==> src/rtl/rpn_pkg.sv <==
// Shared encodings for the RPN stack master: FSM states, stack commands, opcodes.
package rpn_pkg;

  typedef enum logic [2:0] {
    S_IDLE,
    S_PUSH,
    S_POP_B,
    S_POP_A,
    S_EXEC
  } state_t;

  typedef enum logic [1:0] {
    CMD_NOP  = 2'd0,
    CMD_PUSH = 2'd1,
    CMD_POP  = 2'd2
  } cmd_t;

  typedef enum logic [1:0] {
    OP_ADD = 2'd0,
    OP_SUB = 2'd1,
    OP_AND = 2'd2,
    OP_XOR = 2'd3
  } op_t;

endpackage

==> src/rtl/rpn_alu.sv <==
// Combinational operator unit; result is WIDTH+1 bits with carry/borrow on top.
module rpn_alu
  import rpn_pkg::*;
#(
  parameter int unsigned WIDTH = 16
) (
  input  logic [WIDTH-1:0] a,
  input  logic [WIDTH-1:0] b,
  input  logic [1:0]       op,
  output logic [WIDTH:0]   result
);

  localparam int unsigned RW = WIDTH + 1;

  logic [WIDTH:0] a_x;
  logic [WIDTH:0] b_x;

  assign a_x = {1'b0, a};
  assign b_x = {1'b0, b};

  // SUB inverts B across all WIDTH+1 bits so the top bit reads as borrow
  always_comb begin
    result = '0;
    case (op_t'(op))
      OP_ADD:  result = a_x + b_x;
      OP_SUB:  result = a_x + ~b_x + RW'(1);
      OP_AND:  result = a_x & b_x;
      OP_XOR:  result = a_x ^ b_x;
      default: result = '0;
    endcase
  end

endmodule

==> src/rtl/rpn_stack_master.sv <==
// RPN token sequencer driving a LIFO stack; tracks depth to reject over/underflow.
module rpn_stack_master
  import rpn_pkg::*;
#(
  parameter int unsigned DEPTH = 64,
  parameter int unsigned WIDTH = 16
) (
  input  logic                         clk,
  input  logic                         rst,
  input  logic                         tok_valid,
  output logic                         tok_ready,
  input  logic                         tok_is_op,
  input  logic [WIDTH-1:0]             tok_data,
  output logic [1:0]                   stack_cmd,
  output logic [WIDTH-1:0]             stack_wdata,
  input  logic                         stack_ack,
  input  logic [WIDTH-1:0]             stack_rdata,
  output logic                         res_valid,
  output logic [WIDTH:0]               res_data,
  output logic                         err,
  output logic [$clog2(DEPTH+1)-1:0]   depth
);

  localparam int unsigned DW = $clog2(DEPTH + 1);

  state_t           state, state_nx;
  cmd_t             cmd_q, cmd_nx;
  logic [WIDTH-1:0] a_q, a_nx;
  logic [WIDTH-1:0] b_q, b_nx;
  logic [1:0]       op_q, op_nx;
  logic [WIDTH-1:0] wdata_nx;
  logic [WIDTH:0]   res_data_nx;
  logic             res_valid_nx;
  logic             err_nx;
  logic             tok_ready_nx;
  logic [DW-1:0]    depth_nx;
  logic [WIDTH:0]   alu_res;

  rpn_alu #(.WIDTH(WIDTH)) u_alu (
    .a      (a_q),
    .b      (b_q),
    .op     (op_q),
    .result (alu_res)
  );

  assign stack_cmd = cmd_q;

  // Next-state and next-output logic; admission checks happen only in IDLE
  always_comb begin
    state_nx     = state;
    a_nx         = a_q;
    b_nx         = b_q;
    op_nx        = op_q;
    wdata_nx     = stack_wdata;
    res_data_nx  = res_data;
    res_valid_nx = 1'b0;
    err_nx       = 1'b0;
    depth_nx     = depth;
    case (state)
      S_IDLE: begin
        if (tok_valid) begin
          if (!tok_is_op) begin
            if (depth < DW'(DEPTH)) begin
              state_nx = S_PUSH;
              wdata_nx = tok_data;
            end else begin
              err_nx = 1'b1;
            end
          end else if (depth >= DW'(2)) begin
            state_nx = S_POP_B;
            op_nx    = tok_data[1:0];
          end else begin
            err_nx = 1'b1;
          end
        end
      end
      S_POP_B: begin
        if (stack_ack) begin
          b_nx     = stack_rdata;
          depth_nx = depth - DW'(1);
          state_nx = S_POP_A;
        end
      end
      S_POP_A: begin
        if (stack_ack) begin
          a_nx     = stack_rdata;
          depth_nx = depth - DW'(1);
          state_nx = S_EXEC;
        end
      end
      S_EXEC: begin
        res_data_nx  = alu_res;
        res_valid_nx = 1'b1;
        wdata_nx     = alu_res[WIDTH-1:0];
        state_nx     = S_PUSH;
      end
      S_PUSH: begin
        if (stack_ack) begin
          depth_nx = depth + DW'(1);
          state_nx = S_IDLE;
        end
      end
      default: state_nx = S_IDLE;
    endcase

    tok_ready_nx = (state_nx == S_IDLE);
    case (state_nx)
      S_PUSH:           cmd_nx = CMD_PUSH;
      S_POP_B, S_POP_A: cmd_nx = CMD_POP;
      default:          cmd_nx = CMD_NOP;
    endcase
  end

  always_ff @(posedge clk or posedge rst) begin
    if (rst) begin
      state       <= S_IDLE;
      cmd_q       <= CMD_NOP;
      a_q         <= '0;
      b_q         <= '0;
      op_q        <= '0;
      stack_wdata <= '0;
      res_data    <= '0;
      res_valid   <= 1'b0;
      err         <= 1'b0;
      tok_ready   <= 1'b1;
      depth       <= '0;
    end else begin
      state       <= state_nx;
      cmd_q       <= cmd_nx;
      a_q         <= a_nx;
      b_q         <= b_nx;
      op_q        <= op_nx;
      stack_wdata <= wdata_nx;
      res_data    <= res_data_nx;
      res_valid   <= res_valid_nx;
      err         <= err_nx;
      tok_ready   <= tok_ready_nx;
      depth       <= depth_nx;
    end
  end

endmodule

==> config.mk <==
export PLATFORM = sky130hd
export DESIGN_NAME = rpn_stack_master
export DESIGN_NICKNAME = d
export VERILOG_FILES = /design/src/rtl/rpn_pkg.sv /design/src/rtl/rpn_alu.sv /design/src/rtl/rpn_stack_master.sv
export SDC_FILE = /design/constraint.sdc
export NUM_CORES = 1
export LEC_CHECK = 0
export CORE_ASPECT_RATIO = 0.6
export CORE_MARGIN = 3
export CORE_UTILIZATION = 34
export CTS_CLUSTER_SIZE = 24
export DETAILED_ROUTE_END_ITERATION = 8
export PLACE_DENSITY_LB_ADDON = 0.1
export SLEW_MARGIN = 20
export SYNTH_ARGS = -nofsm -noshare
export SYNTH_HDL_FRONTEND = slang
export SYNTH_SLANG_ARGS = --single-unit
==> constraint.sdc <==
create_clock -name clk -period 7.6 [get_ports clk]
set_input_delay 1.9 -clock clk [delete_from_list [all_inputs] [get_ports clk]]
set_output_delay 1.9 -clock clk [all_outputs]
set_load 0.01 [all_outputs]
After elaboration in Yosys (flattened, before gate mapping)

Index checks and enable logic that the tools add are counted.

$add $sub $neg: 5
$lt $le $gt $ge: 2
Eq/ne operators: 15
Mux-type cells: 23
Bitwise gates (word level): 3
Reductions and logical operators: 12

Operators with widths:

| cell                  | number |
|---|---|
| $pmux 17 s4           | 1 |
| $mux 16               | 3 |
| $pmux 16 s2           | 1 |
| $mux 3                | 7 |
| $add 16x16->17        | 1 |
| $add 16x17->17        | 1 |
| $add 17x1->17 const B | 1 |
| $not 16->17           | 1 |
| $and 16x16->16        | 1 |
| $xor 16x16->16        | 1 |
| $pmux 3 s5            | 1 |
| $mux 7                | 2 |
| $pmux 7 s2            | 1 |
| $eq 3x2->1 const B    | 4 |
| $ne 2x2->1 const B    | 4 |
| $reduce_and 4->1      | 2 |
| $add 7x1->7 const B   | 1 |
| $ge 7x2->1 const B    | 1 |
| $lt 7x7->1 const B    | 1 |
| $sub 7x1->7 const B   | 1 |
| $eq 3x1->1 const B    | 2 |
| $logic_not 3->1       | 2 |
| $mux 1                | 6 |
| $eq 2x2->1 const B    | 2 |
| 9 further kinds       | 12 |

Register bits after elaboration: 82
Input port bits: 37
Output and inout port bits: 45
Word-level logic and storage cells: 71

Logic depth before layout (Yosys ltp)

Depth after elaboration: 8
Gate-level depth with buffers: 11
Gate-level depth less buffers: 11

Hierarchy

Synthesis repeated with hierarchy kept, for this count alone.

Cell total of the unflattened synthesis: 600
Area, all modules: 5680.4 um2

By module, submodules not included:

| module           | instances | cells each | area each (um2) | seq. area each (um2) |
|---|---|---|---|---|
| rpn_stack_master | 1         | 283        | 3542.1          | 2053.2 |
| rpn_alu          | 1         | 317        | 2138.3          | 0.0 |

Worst setup path before layout

OpenSTA, ideal clock, no wires.

Kind: input-to-reg
Start point: in stack_ack
End point: reg depth[1]
Arrival: 2953 ps
Data required time: 7475 ps
Path slack: 4523 ps
Stages on the path: 3
Path buffers: 0
Cells stage by stage: inv_1 > nor3_1 > mux2_2

Word-level cells in the longest chain between the ends: 2
Elaborated cells on any way between the ends: 3
Classes of those cells: 2 x eq/ne; 1 x reduce/logical

RTL lines:

| item                                                             | RTL line                | source |
|---|---|---|
| from (decl)                                                      | rpn_stack_master.sv:16  | `input logic stack_ack,` |
| $ne 2x2->1 (no source line) / $ne 2x1->1 (equally long branches) | -                       |  |
| $reduce_and 3->1 (no source line) *                              | -                       |  |
| to (signal assigned)                                             | rpn_stack_master.sv:138 | `depth <= depth_nx;` |
| to (decl)                                                        | rpn_stack_master.sv:21  | `output logic [$clog2(DEPTH+1)-1:0] depth` |

Every way passes the cells marked *; elsewhere a longest branch is shown, timed or not.
A chain may end at the register's enable or synchronous reset.

Worst setup path in the final report

Start point: in stack_ack
End point: reg a_q[7]

Word-level cells in the longest chain between the ends: 1

RTL lines:

| item                              | RTL line                | source |
|---|---|---|
| $reduce_and 2->1 (no source line) | -                       |  |
| to (signal assigned)              | rpn_stack_master.sv:130 | `a_q <= a_nx;` |
| to (decl)                         | rpn_stack_master.sv:28  | `logic [WIDTH-1:0] a_q, a_nx;` |

Every way passes these cells.

==> summary.md <==
| Metric | Value |
|---|---|
| Result of the run | `complete, no violations` |
| Post-route cell area | `6650 um2` |
| Number of max-capacitance violations reported | `0` |
| CP endpoint | `a_q[7]$_DFFE_PP0P_` |
| Layout area overhead | `22.6%` |
| Count of H-tree levels built during CTS | `3` |
| Clock period minus final worst setup slack | `3.96 ns` |
| Via total after detailed routing | `4803` |
| Clock Power Share | `0.124` |
| Data arrival at the endpoint of the critical path | `4.19 ns` |
| Die width | `169 um` |
| Initial antenna violation count | `0` |
| Setup skew after layout | `0.00969 ns` |
| Number of port buffers | `81` |
| Startpoint types | `input port` |
| Post-CTS sizing | `0` |
| # setup viols final | `0` |
| Number of design rule violations left after detail routing | `0` |
| Remaining global-route overflow | `0` |
| First-pass GRT wire length | `25.3 mm` |
| Remaining antenna violation count | `0` |
| Synthesized area divided by synthesized cell count | `8.48 um2` |
| Post-DP Area | `6360 um2` |
| Number of hold violations in the final report | `0` |
| Gate count of the mapped netlist | `640` |
| Maximum number of pins on one net before global-route repair | `83` |
| PwrDens | `518 nW/um2` |
| Post-CTS setup-driven buffer insertion count | `0` |
| Register area share after synthesis | `0.378` |
| Clock insertion delay at the later pin of the skew report | `0.35 ns` |
| Part of the cycle the worst path needs | `0.521` |
| Number of cells on the critical path | `6` |
| Largest incremental delay on the critical path | `0.77 ns` |
| Reg-to-reg endpoint | `stack_wdata[12]$_DFFE_PP0P_` |
| Slowest cell on crit path | `clkinv_1` |
| Relative max-transition margin | `0.284` |
| Starting density of the core | `0.350` |
| CTS Buf Count | `9` |
| Internal portion of total power | `1.79 mW` |
| Total wirelength of the detailed-routed design | `16.0 mm` |
| Count of final max-slew check failures | `0` |
| Largest cells by area after synthesis | `dfrtp_1, ha_1, nand2_1` |
| Classification of the worst-slack hold path | `reg2reg` |
| Clock slew at the register clock pins of the worst setup and hold paths | `0.06 ns` |
| Fraction of power spent switching nets | `0.481` |
| Kind of critical path | `in2reg` |
| Most used flip-flop cell after synthesis | `dfrtp_1` |
| Critical path capture point type | `register` |
| Avg WL per Cell | `17.6 um` |
| Kind of cell adding the most delay to the critical path | `buffers and inverters` |
| Crit path buffers/inverters | `2` |
| Count of nets after finishing | `777` |
| Number of warnings reported in the yosys synthesis log | `0` |
| Number of antenna repair diodes | `0` |
| Placement row count | `35` |
| TritonCTS clock tree | `yes` |
| Sinks on the clock net | `82` |
| Post-cts hold buffer count | `0` |
| Reg-to-reg critical path startpoint | `a_q[0]$_DFFE_PP0P_` |
| Synth top cells by count | `nand2_1, dfrtp_1, nor2_1` |
| Detailed placer's ending HPWL | `11.9 mm` |
| Combinational share of power | `0.631` |
| Most instantiated library cell after synthesis | `nand2_1` |
| Slew at the pin with the worst max-slew slack | `1.07 ns` |
| Net switching component of the power | `1.66 mW` |
| Register bit total from synthesis | `82` |
| Root Driver | `clkbuf_16` |
| Data required, critical path | `7.83 ns` |
| Peak clock frequency supported by timing | `252 MHz` |
| Routed metal-1 wirelength | `9.07 mm` |
| Instance count after placement with tap cells included | `892` |
| Layout cells sized above 1 | `0.0709` |
| Area enclosed by the die boundary | `17600 um2` |
| Leakage power summed over all cells | `2.93 nW` |
| Timing startpoint of the critical path | `stack_ack` |
| Number of flops mapped to enable cells by yosys | `0` |
| Number of primary I/O pins | `82` |
| Drt pass-1 iters | `5` |
| Proportion of power drawn by flip-flops and latches | `0.244` |
| Register-to-Register Path Depth | `11` |
| Peak supply drop | `0.157 mV` |
| Vias in the first global route | `4361` |
| Iteration-0 DRC count of the detailed router | `408` |
| Number of distinct standard cells referenced by the synthesized netlist | `67` |
| Area share of the leading cell type in the synthesized netlist | `0.373` |
| Total Neg Setup Slack | `0 ns` |
| Routability congestion estimate | `0.869` |
| Height of the die | `104 um` |
| Met3 WL | `1.22 mm` |
| Maximum clock insertion buffer count | `2` |
| Synth Cell Area | `5430 um2` |
| Setup slack, reg-to-reg | `4.59 ns` |
| Net Count, Synth | `717` |
| Via density per instance | `5.29` |
| Cells along the critical path | `clkdlybuf4s50_1 -> and2_1 -> nand3_1 -> clkinv_1 -> nand2_1 -> nand2_1` |
| Highest layer used for signal routing | `met4` |
| Met2 layer wire length in the routed design | `5.60 mm` |
| Number of standard cells in the final layout excluding fillers | `908` |
| Largest area contributor in the synthesized netlist | `dfrtp_1` |
| Largest fanout on the critical path | `19` |
| RSZ-0062 raised after global routing | `false` |
| Critical Path Most Common Cell | `nand2_1` |
| Area of the core region | `15500 um2` |
| Async SR Flop Fraction | `1.00` |
| GRT Util Overall | `0.183` |
==> worst min path at each step <==
stage	start	end	slack, ns	depth (start not counted)
2_1_floorplan	a_q[10]$_DFFE_PP0P_	a_q[10]$_DFFE_PP0P_	0.48	2
3_3_place_gp	res_data[5]$_DFFE_PP0P_	res_data[5]$_DFFE_PP0P_	0.46	1
3_5_place_dp	res_data[9]$_DFFE_PP0P_	res_data[9]$_DFFE_PP0P_	0.47	2
4_1_cts	res_data[6]$_DFFE_PP0P_	res_data[6]$_DFFE_PP0P_	0.49	1
5_1_grt	res_data[2]$_DFFE_PP0P_	res_data[2]$_DFFE_PP0P_	0.51	2
6_report	stack_wdata[5]$_DFFE_PP0P_	stack_wdata[5]$_DFFE_PP0P_	0.48	2
==> worst register-to-register path: cells and delay by family, from the launching register on <==
| kind | cells | cell delay (ns) |
|---|---|---|
| compound gates | 5 | 1.30 |
| fa+ha+maj | 2 | 0.63 |
| buf+inv | 1 | 0.06 |
| flops | 1 | 0.34 |
| mux | 1 | 0.24 |
| simple gates | 2 | 0.38 |
==> logic make-up (layout without fill, tap and decap cells) <==
logic type,Yosys count,after routing,synth area share
XOR/XNOR,15,15,0.0242
multiplexers,20,20,0.0410
AO/OA/AOI/OAI,169,169,0.212
buffers and inverters,73,138,0.0560
flip-flops,82,82,0.378
adder cells (fa/ha/maj),40,40,0.0963
AND/OR/NAND/NOR,241,241,0.193
==> layout by cell type (no fill, tap or decap), types with 4 or more instances in the layout <==
cell	instances
nand2_1	115
dfrtp_1	81
clkdlybuf4s50_1	81
nor2_1	58
a21oi_1	53
o21ai_0	48
ha_1	37
inv_1	33
nand3_1	18
nor3_1	14
xnor2_1	12
mux2i_1	11
clkbuf_16	9
a21o_1	8
mux2_2	7
nor2b_1	6
a31oi_1	6
o2111ai_1	6
o21ai_1	6
nand2b_1	5
o21a_1	5
nand4_1	5
o21bai_1	4
inv_6	4
==> through the flow <==
step                worst slack, ns  hold WS (ns)  power, mW  utilization
CTS                            3.61         0.487       3.43        0.429
finish                         3.64         0.480       3.44        0.429
global placement               3.40         0.459       2.94        0.410
detailed placement             3.26         0.467       2.98        0.410
floorplan                      3.59         0.481       2.35            -
global route                   3.42         0.506       3.74        0.429
==> sequential cells by signal (all words and copies together), names as in the netlist <==
| name | count |
|---|---|
| stack_cmd | 2 |
| b_q | 16 |
| tok_ready | 1 |
| err | 1 |
| depth | 7 |
| state | 3 |
| op_q | 2 |
| res_data | 17 |
| a_q | 16 |
| stack_wdata | 16 |
| res_valid | 1 |
==> cell type report <==
class                   instances  area (um2)
fillers                      1530        8850
multi-input cells             485        3090
flip-flops and latches         82        2050
repair buffers                 83         830
well taps                     203         254
clock buffers                   9         225
inverters                      39         148
clock inverters                 7        58.8
==> per-layer routing <==
| metal | vias to the layer above | GRT usage |
|---|---|---|
| met5 | - | 0 |
| met4 | 0 | 0.0344 |
| met3 | 11 | 0.0399 |
| met2 | 185 | 0.215 |
| met1 | 2283 | 0.322 |
| li1 | 2324 | - |
==> power groups by stage <==
stage	clock (mW)	combinational (mW)	sequential (mW)
after detailed placement	0	2.13	0.850
after floorplan	0	1.53	0.821
after global placement	0	2.10	0.840
after CTS	0.441	2.15	0.843
final	0.428	2.17	0.842
after global routing	0.458	2.40	0.876
Power figures use the tool's default switching activity.
==> patch (same settings) <==
`WIDTH` is set to 16 in 2 places; all go to 18.
--- a/src/rtl/rpn_alu.sv
+++ b/src/rtl/rpn_alu.sv
@@ -2,7 +2,7 @@
 module rpn_alu
   import rpn_pkg::*;
 #(
-  parameter int unsigned WIDTH = 16
+  parameter int unsigned WIDTH = 18
 ) (
   input  logic [WIDTH-1:0] a,
   input  logic [WIDTH-1:0] b,
--- a/src/rtl/rpn_stack_master.sv
+++ b/src/rtl/rpn_stack_master.sv
@@ -3,7 +3,7 @@
   import rpn_pkg::*;
 #(
   parameter int unsigned DEPTH = 64,
-  parameter int unsigned WIDTH = 16
+  parameter int unsigned WIDTH = 18
 ) (
   input  logic                         clk,
   input  logic                         rst,
Ports: changed (resized res_data, stack_rdata, stack_wdata and tok_data); port bits go from 82 to 90. No check against the original RTL was run, so the function may have changed too.
==> patch against the unedited design <==
Synthesized area rose by 10%. Final cell count rose by 6.4%. Total power rose by 9.9%. Sequential share of layout area fell by 0.071 points. Via count rose by 7.7%. Setup slack improved by 540 ps. Sequential cell count rose by 8. Routed wire length rose by 6.0%. Cell area rose by 10%. Largest power group unchanged.
==> patch: results <==
status:
  status: "completed"
timing:
  slew_headroom_pct: 52.3
  post-route-min-period_ps: 3430
  fin_worst_hold_slack_ps: 482
finish:
  largest_reg_flops: 19
  layout-drive-gt1-share_pct: 11.2
  stdcell_count: 966
global_route:
  met2_usage_pct: 22.7
  grt_pass1_wl_mm: 26.8
  grt_use_met1_pct: 29.2
  grt_util_all_layers_pct: 17.7
  grt_max_degree: 53
  grt_pass1_vias: 4770
  use_met3_pct: 4.07
placement:
  dp.cells: 949
  preCtsSetupSlack_ps: 3450
  gp_congestion: 0.882
yosys:
  yosysUniqueCellTypes: 73
  synthTopCellsByArea: "dfrtp_1, ha_1, a21oi_1"
  syn-instance-count: 661
  syn_nets: 746
  yosys-top-cells-count: "dfrtp_1, nand2_1, nor2_1"
setup_path:
  rrSetupSlack_ps: 4540
  reg2reg_depth: 10
  cp_slowest_cell: "clkdlybuf4s50_1"
  worstPathMaxFanout: 25
  endpoint: "stack_wdata[4]$_DFFE_PP0P_"
  slowest_delay_ps: 420
  worstReg2RegEnd: "stack_wdata[14]$_DFFE_PP0P_"
  arrival_ps: 3660
drt:
  wl_met3_mm: 1.27
  drt-initial-drc-count: 374
  vias_per_cell: 5.35
pwr:
  p_leak_uw: 0.00321
  ir_drop_uv: 148
[patch: area by class of cell]
type	instances	area, sq um	share of cell area, %
Multi-Input combinational cell	489	3360	45.9
Inverter	48	181	2.48
Tap cell	228	285	3.90
Timing Repair Buffer	95	943	12.9
Clock inverter	6	58.8	0.803
Clock buffer	10	239	3.26
Sequential cell	90	2250	30.8
[patch: power breakdown]
group	switching, uW	leakage, uW	internal [uW]
Combinational	1400	0.00198	1050
Clock	210	0.000143	238
Sequential	177	0.00109	710
Total	1790	0.00321	2000
[patch: kinds of logic (layout without fill, tap and decap cells)]
family | count (synthesis) | after routing | synth area share (%)
AOI/OAI and AO/OA | 203 | 203 | 23.1
xor gates and xnor gates | 14 | 14 | 2.05
muxes | 36 | 36 | 6.80
buffers and inverters | 82 | 159 | 6.47
DFF | 90 | 90 | 37.7
and+or+nand+nor | 192 | 192 | 14.3
adders and majority gates | 44 | 44 | 9.58
